**config.mk**
```make
export PLATFORM = sky130hd
export DESIGN_NAME = six_bit_serial_subtractor
export DESIGN_NICKNAME = d
export VERILOG_FILES = /design/src/rtl/six_bit_serial_subtractor.sv
export SDC_FILE = /design/constraint.sdc
export NUM_CORES = 1
export LEC_CHECK = 0
export ABC_AREA = 1
export CAP_MARGIN = 20
export CORE_UTILIZATION = 45
export CTS_BUF_LIST = sky130_fd_sc_hd__clkbuf_2 sky130_fd_sc_hd__clkbuf_4 sky130_fd_sc_hd__clkbuf_8
export DETAILED_ROUTE_END_ITERATION = 8
export MAX_ROUTING_LAYER = met4
export PLACE_DENSITY_LB_ADDON = 0.05
export SYNTH_ARGS = -nofsm -noshare
export SYNTH_HDL_FRONTEND = slang
export SYNTH_SLANG_ARGS = --single-unit
```
**constraint.sdc**
```tcl
create_clock -name clk -period 1.4 [get_ports clk]
set_input_delay 0.28 -clock clk [delete_from_list [all_inputs] [get_ports clk]]
set_output_delay 0.28 -clock clk [all_outputs]
set_load 0.02 [all_outputs]
```
**src/rtl/six_bit_serial_subtractor.sv**
```systemverilog
// Bit-serial two's-complement subtractor: z = x + ~y + 1, one bit per clock, LSB first,
// with a start/busy/done handshake and borrow/overflow/zero/negative status flags.
module six_bit_serial_subtractor #(
  parameter int WIDTH = 6
) (
  input  logic             clk,
  input  logic             rst,
  input  logic             start,
  input  logic [WIDTH-1:0] x,
  input  logic [WIDTH-1:0] y,
  output logic             busy,
  output logic             done,
  output logic [WIDTH-1:0] z,
  output logic             borrow,
  output logic             overflow,
  output logic             zero,
  output logic             negative
);

  localparam int CW = $clog2(WIDTH + 1);

  typedef enum logic [1:0] {IDLE, SHIFT, DONE} state_t;

  state_t           state, state_nxt;
  logic [WIDTH-1:0] a, b;
  logic             carry;
  logic [CW-1:0]    cnt;
  logic             x_msb, y_msb;

  logic             s, c_nxt, last;
  logic [WIDTH-1:0] z_nxt;

  // Single full-adder slice; B already holds ~y and carry starts at 1.
  assign s     = a[0] ^ b[0] ^ carry;
  assign c_nxt = (a[0] & b[0]) | (a[0] & carry) | (b[0] & carry);
  assign z_nxt = {s, z[WIDTH-1:1]};
  assign last  = (cnt == CW'(WIDTH - 1));

  always_ff @(posedge clk) begin
    if (rst) state <= IDLE;
    else     state <= state_nxt;
  end

  always_comb begin
    state_nxt = state;
    case (state)
      IDLE:    if (start) state_nxt = SHIFT;
      SHIFT:   if (last)  state_nxt = DONE;
      DONE:    state_nxt = IDLE;
      default: state_nxt = IDLE;
    endcase
  end

  always_comb begin
    busy = (state == SHIFT);
    done = (state == DONE);
  end

  always_ff @(posedge clk) begin
    if (rst) begin
      a        <= '0;
      b        <= '0;
      carry    <= 1'b0;
      cnt      <= '0;
      x_msb    <= 1'b0;
      y_msb    <= 1'b0;
      z        <= '0;
      borrow   <= 1'b0;
      overflow <= 1'b0;
      zero     <= 1'b0;
      negative <= 1'b0;
    end else begin
      case (state)
        IDLE: begin
          if (start) begin
            a        <= x;
            b        <= ~y;
            x_msb    <= x[WIDTH-1];
            y_msb    <= y[WIDTH-1];
            carry    <= 1'b1;
            cnt      <= '0;
            z        <= '0;
            borrow   <= 1'b0;
            overflow <= 1'b0;
            zero     <= 1'b0;
            negative <= 1'b0;
          end
        end
        SHIFT: begin
          a     <= {1'b0, a[WIDTH-1:1]};
          b     <= {1'b0, b[WIDTH-1:1]};
          carry <= c_nxt;
          cnt   <= cnt + 1'b1;
          z     <= z_nxt;
          // On the last bit s is the result MSB and c_nxt the final carry out.
          if (last) begin
            borrow   <= ~c_nxt;
            overflow <= (x_msb != y_msb) && (s != x_msb);
            zero     <= (z_nxt == '0);
            negative <= s;
          end
        end
        default: ;
      endcase
    end
  end

endmodule

```
# Yosys cells after proc, flatten, opt, wreduce, memory -nomap -nowiden
# Index checks and enable logic that the tools add are counted.
dict set report totals {
  ff_bits 30
  in_bits 15
  out_inout_bits 12
  word_cells 59
}
dict set report classes {
  n_addsub 1
  n_eq_ne 7
  mux 22
  bitwise 9
  n_reduce_logical 8
}
# operator count
set ops {}
lappend ops {{case mux 6 bit (2 select lines)} 3}
lappend ops {{2-to-1 mux 6 bit} 3}
lappend ops {{case mux 1 bit (2 select lines)} 5}
lappend ops {{logical NOT 6 bit} 1}
lappend ops {{2-to-1 mux 1 bit} 6}
lappend ops {{NOT 6 bit} 1}
lappend ops {{case mux 3 bit (2 select lines)} 1}
lappend ops {{AND reduction 2 bit} 3}
lappend ops {{2-to-1 mux 2 bit} 2}
lappend ops {{case mux 2 bit (2 select lines)} 1}
lappend ops {{adder 3 x 1 -> 3 bit (second input constant)} 1}
lappend ops {{AND 1 bit} 3}
lappend ops {{equality test 3 bit (second input constant)} 1}
lappend ops {{2-to-1 mux 3 bit} 1}
lappend ops {{AND reduction 3 bit} 1}
lappend ops {{equality test 2 x 1 -> 1 bit (second input constant)} 1}
lappend ops {{equality test 2 bit (second input constant)} 1}
lappend ops {{logical NOT 2 bit} 1}
lappend ops {{inequality test 1 bit} 2}
lappend ops {{inequality test 2 x 1 -> 1 bit (second input constant)} 1}
lappend ops {{inequality test 2 bit (second input constant)} 1}
lappend ops {{OR 1 bit} 2}
lappend ops {{nonzero test 2 bit} 1}
lappend ops {{XOR 1 bit} 2}
lappend ops {{2 further kinds} 2}

# Logic depth before layout (Yosys ltp)
dict set report logic_depth {
  depth_word 6
  ltp_mapped 9
}

# Least setup slack after synthesis
# Ideal clock, no wire load.
dict set report synth_path {
  path_kind {reg2reg}
  start {register a[0]}
  end {register overflow}
  setup_ps 110
  arrival_time_ps 1221
  t_required_ps 1290
  setup_slack_ps 68
  path_stages_with_launch 10
  n_path_buf 0
  cell_sequence {dfxtp_1 > inv_1 > fa_1 > inv_1 > nand2_1 > nand2_1 > nand3_2 > nand2_1 > inv_1 > nor2_1}
}
dict set report synth_between {
  elab_chain_len 6
}
# element line
set synth_lines {}
lappend synth_lines {{from (decl)} 25} ;# logic [WIDTH-1:0] a, b;
lappend synth_lines {{from (signal assigned)} 90} ;# a <= {1'b0, a[WIDTH-1:1]};
lappend synth_lines {{XOR 1 bit (2 in series)} 34} ;# assign s = a[0] ^ b[0] ^ carry;
lappend synth_lines {{inequality test 1 bit} 98} ;# overflow <= (x_msb != y_msb) && (s != x_msb);
lappend synth_lines {{logical AND 1 bit} 98}
lappend synth_lines {{2-to-1 mux 1 bit} 96} ;# if (last) begin
lappend synth_lines {{case mux 1 bit (2 select lines)} 73} ;# case (state)
lappend synth_lines {{to (signal assigned)} 98}
lappend synth_lines {{to (decl)} 15} ;# output logic overflow,
# No other way between the ends. The select of a mux whose other input is x is not followed.
# A chain may end at the register's enable or synchronous reset.

# Worst setup path in the final report
dict set report layout_path {
  start {register carry}
  end {register zero}
}
dict set report layout_between {
  elab_chain_len 4
}
# element line
set layout_lines {}
lappend layout_lines {{from (decl)} 26} ;# logic carry;
lappend layout_lines {{from (signal assigned)} 92} ;# carry <= c_nxt;
lappend layout_lines {{XOR 1 bit} 34}
lappend layout_lines {{logical NOT 6 bit} 99} ;# zero <= (z_nxt == '0);
lappend layout_lines {{2-to-1 mux 1 bit} 96}
lappend layout_lines {{case mux 1 bit (2 select lines)} 73}
lappend layout_lines {{to (signal assigned)} 99}
lappend layout_lines {{to (decl)} 16} ;# output logic zero,
# No other way between the ends. The select of a mux whose other input is x is not followed.

==> results <==
- The flow ran to the end, but the final reports show violations.
- The final reports fail on DRC, setup timing.
- The total DRC errors in the routed layout is 2.
- The setup slack of the most critical reg-to-reg path is -0.03 ns.
- The clock group share of total power is 0.301.
- The final worst slack is -0.02808 ns.
- The initial core utilization is 0.4847.
- The cell occurring most often along the worst timing path is sky130_fd_sc_hd__nand2_1.
- In this run the tool buffered the top-level ports with 26 buffer cells.
- The number of antenna diodes in the final layout is 0.
- In this run the worst hold path is classified as reg2reg.
- Detailed placement ended at an HPWL of 2110 um.
- Of the available clock period, the critical path in the final layout requires 1.020.
- The wire length per cell after detailed routing is 11.11 um.
- Hold timing on the final database bottoms out at a slack of 0.4726 ns.
- Yosys printed 0 warnings.
- TritonCTS built the clock tree.
- The post-synthesis cell type with the largest combined area is sky130_fd_sc_hd__dfxtp_1.
- In the final timing run, aggregate negative setup slack is -0.02808 ns.
- The slew at the pin closest to its max-slew limit is 0.3409 ns.
- The initial antenna violation count was 0.
- The total clock buffers created by CTS is 5.
- At the end of routability-driven placement, the weighted congestion stood at 0.8676.
- The floorplan has 19 rows.
- The placed instances occupy a cell area of 0.001692 mm2.
- Measured on the finished design, the core utilization comes to 0.6183.
- The post-synthesis compound-gate area fraction came to 0.1214.
- The kind of start point of the critical path is a flip-flop.
- The area of the die is 0.003272 mm2.
- The hold violation count in the final report is 0.
- The cell internal power dissipation is 0.001335 W.
- The fraction of layout cells with a size suffix above 1 is 0.1491.
- Of the total power, the share spent switching nets is 0.2830.
- The maximum operating frequency is 700.2 MHz.
- Of the total synthesized cell area, the portion taken by XOR and XNOR cells is 0.006387.
- Counting instances in the post-synthesis netlist gives the leading cell types as sky130_fd_sc_hd__nand2_1 (45), sky130_fd_sc_hd__nor2_1 (34), sky130_fd_sc_hd__dfxtp_1 (30).
- Yosys mapped the design onto 24 distinct sky130hd cell types.
- The number of max-slew violations in the final report was 0.
- The y dimension of the die is 57.20 um.
- Setup repair after global routing could not meet its margin everywhere.
- The endpoint identified for the worst register-to-register timing path is zero.
- The classification of the worst setup path is reg2reg.
- The largest incremental delay on the critical path is 0.60 ns.
- The number of nets handed over by synthesis was 210.
- The average instance area after synthesis is 7.142 um2.
- The share of synthesized area in the top cell type comes to 0.4380.
- The post-layout minimum cycle time is 1.428 ns.
- The H-tree was split into 2 levels.
- The total of max-cap violations is 0.
- The count of buffer and inverter cells on the critical path is 2.
- Walking the worst path, the cells encountered are inv_2 -> fa_2 -> nand2_1 -> nor2_1 -> nand2_1 -> nand2_1 -> inv_1 -> nor2_1.
- The remaining antenna violation count is 0.
- STA classifies the critical path endpoint as a flip-flop.
- The portion of synthesized area spent on multiplexers is 0.
- Yosys attributes the largest share of cell area to sky130_fd_sc_hd__dfxtp_1 (44%), sky130_fd_sc_hd__nand2_1 (12%), sky130_fd_sc_hd__nor2_1 (9.3%), sky130_fd_sc_hd__o21ai_0 (7.7%), sky130_fd_sc_hd__inv_1 (5.5%).
- Counting every instance in the synthesized netlist gives 192.
- At the worst endpoint, the arrival time is 1.69 ns.
- The synthesized flop and latch total is 30.
- The combinational share of power is 0.194.
- The clock net in this run drives a total of 30 sinks.
- In the routed layout, each cell is associated on average with a via count of 4.969.
- The number of global-route vias before repair is 1146.
- Summed over all nets, the switching power comes to 0.0005272 W.
- Summed over all layers, the global routing overflow is 0.
- In this run, synthesis inferred 0 flip-flops with an integrated enable.
- Of the total synthesized cell area, the portion taken by AND, OR, NAND and NOR gates is 0.2929.
- The post-layout instance count excluding filler cells is 259.
- The startpoint of the worst register-to-register path is carry.
- The fraction of the mapped netlist area in adder cells is 0.03285.
- The number of hold buffers added after CTS was 0.
- In the final design database the tool counted 245 nets.
- The first-pass GRT wire length is 4864 um.
- Of the synthesized area, sequential elements account for 0.4380.
- The power per unit of standard cell area is 1065 mW/mm2.
- The largest fanout of any net on the critical path is 4.
- The clock arrives with 0.01088 ns of skew.
- In this run the static leakage power is 0.8351 nW.
- The most common flop cell mapped by yosys is sky130_fd_sc_hd__dfxtp_1.
- Clock-pin slew was measured on the worst setup and hold paths at 0.09 ns.
- The initial DRC count is 36.
- The worst hold path was traced through 2 stages.
- The area added between synthesis and finish is 27.55%.
- The worst slew slack as a fraction of its limit is 0.7721.
- The path with the worst hold slack has its endpoint at a[5].
- Setup violations remaining at the end of the flow were counted as 1.
- STA puts the critical path data required time at 1.67 ns.
- The maximum number of pins on one net before global-route repair is 25.
- On the critical path, the stage with the largest delay is an instance of sky130_fd_sc_hd__fa_2.
- Measured in cells, the most critical reg-to-reg path has a length of 8.
- The worst-case IR drop observed on VDD is 0.0007697 V.
- By instance count, the leading cell after synthesis is sky130_fd_sc_hd__nand2_1.
- The async set-reset flop share out of synthesis is 0.
- The number of ports placed on the die boundary is 27.
- The total area inside the core boundary comes to 0.002829 mm2.
- Across every metal layer, demand over resource in global routing totals 0.2088.
- The combinational family with the most area after synthesis is simple AND/OR/NAND/NOR gates.
- The kind of cell adding the most delay to the critical path is adder cells.
- The netlist area before placement is 0.001371 mm2.
- The number of vias in the routed layout is 1287.
- The clock insertion delay at the later pin of the skew report is 0.33 ns.
- CTS placed an instance of sky130_fd_sc_hd__clkbuf_4 at the clock tree root.
- The share of total power dissipated in sequential elements is 0.505.
- The width of the die is 57.20 um.
- The total non-filler cell area in the finished layout is 0.001749 mm2.
- For this run, the detailed router's first-pass iteration total came to 6.
- The clock passes through at most 2 buffers.
- Counting tap cells, the placed design contains a total of 250 instances.
- Wires add up to 2877 um.
- The startpoint identified for the worst hold timing path is a[5].
==> cells in the final DEF (no fill, tap or decap), types with 8 or more instances in the layout <==
cell,netlist,routed
sky130_fd_sc_hd__clkdlybuf4s50_1,0,14
sky130_fd_sc_hd__nand2_1,45,45
sky130_fd_sc_hd__nand3_1,9,9
sky130_fd_sc_hd__o21ai_0,21,21
sky130_fd_sc_hd__dlygate4sd2_1,0,9
sky130_fd_sc_hd__dfxtp_1,30,26
sky130_fd_sc_hd__a21oi_1,8,8
sky130_fd_sc_hd__inv_1,20,18
sky130_fd_sc_hd__nor2_1,34,34
sky130_fd_sc_hd__buf_4,1,10
==> per-stage QoR <==
stage	setup slack, ns	power (W)
CTS	-0.04437	0.001877
detailed placement	-0.1006	0.001325
global route	-0.09468	0.001977
floorplan	0.06835	0.001196
global placement	-0.06365	0.001315
finish	-0.02808	0.001862
==> registers in the layout, indices dropped and copies added (netlist names) <==
register and flops:
z 6, state 2, zero 1, borrow 1
overflow 1, cnt 3, x_msb 1, a 6
negative 1, carry 1, y_msb 1, b 6
==> worst reg2reg max path: stages, from the launching register on <==
cell,delay [ns]
sky130_fd_sc_hd__dfxtp_2,0.33
sky130_fd_sc_hd__inv_2,0.04
sky130_fd_sc_hd__fa_2,0.60
sky130_fd_sc_hd__nand2_1,0.06
sky130_fd_sc_hd__nor2_1,0.08
sky130_fd_sc_hd__nand2_1,0.07
sky130_fd_sc_hd__nand2_1,0.06
sky130_fd_sc_hd__inv_1,0.04
sky130_fd_sc_hd__nor2_1,0.10
==> timing repair <==
action,in CTS,in global routing
pin swaps,4,1
gates resized for setup,22,4
buffers inserted,1,0
gates cloned,0,0
endpoints found under the setup margin,14,8
==> metal layers <==
layer / share of wire / GRT usage
met1: 0.45 / 0.2350
met2: 0.50 / 0.3378
met3: 0.039 / 0.07710
met4: 0.014 / 0.08014
met5: 0 / -
==> power by group through the flow <==
stage / combinational (W) / clock [W] / sequential (W)
after floorplan: 0.000227 / 0 / 0.000969
after global placement: 0.000360 / 0 / 0.000956
after detailed placement: 0.000366 / 0 / 0.000959
after CTS: 0.000360 / 0.000576 / 0.000940
after global routing: 0.000406 / 0.000623 / 0.000948
final: 0.000361 / 0.000561 / 0.000940
==> cell families after synthesis <==
family / after synthesis
compound gates: 32
fa+ha+maj: 3
xor+xnor: 1
flops: 30
buf+inv: 31
simple gates: 95
==> worst max-delay path by stage <==
stage / from / endpoint / slack [ns] / cells past startpoint
after global placement: start / overflow / -0.06 / 7
final: carry / zero / -0.03 / 8
after floorplan: a[0] / overflow / 0.07 / 9
after detailed placement: start / zero / -0.10 / 7
after CTS: carry / zero / -0.04 / 8
after global routing: carry / zero / -0.09 / 8
==> area by class of cell <==
| type | count | area, um2 |
|---|---|---|
| clock buffers | 7 | 58.81 |
| repair buffers | 37 | 334.1 |
| inverters | 22 | 82.58 |
| fillers | 277 | 1080 |
| clock inverters | 1 | 5.005 |
| well taps | 31 | 38.79 |
| flip-flops and latches | 30 | 605.6 |
| multi-input cells | 131 | 624.3 |
Note: power is estimated with default switching activity, not from simulation.
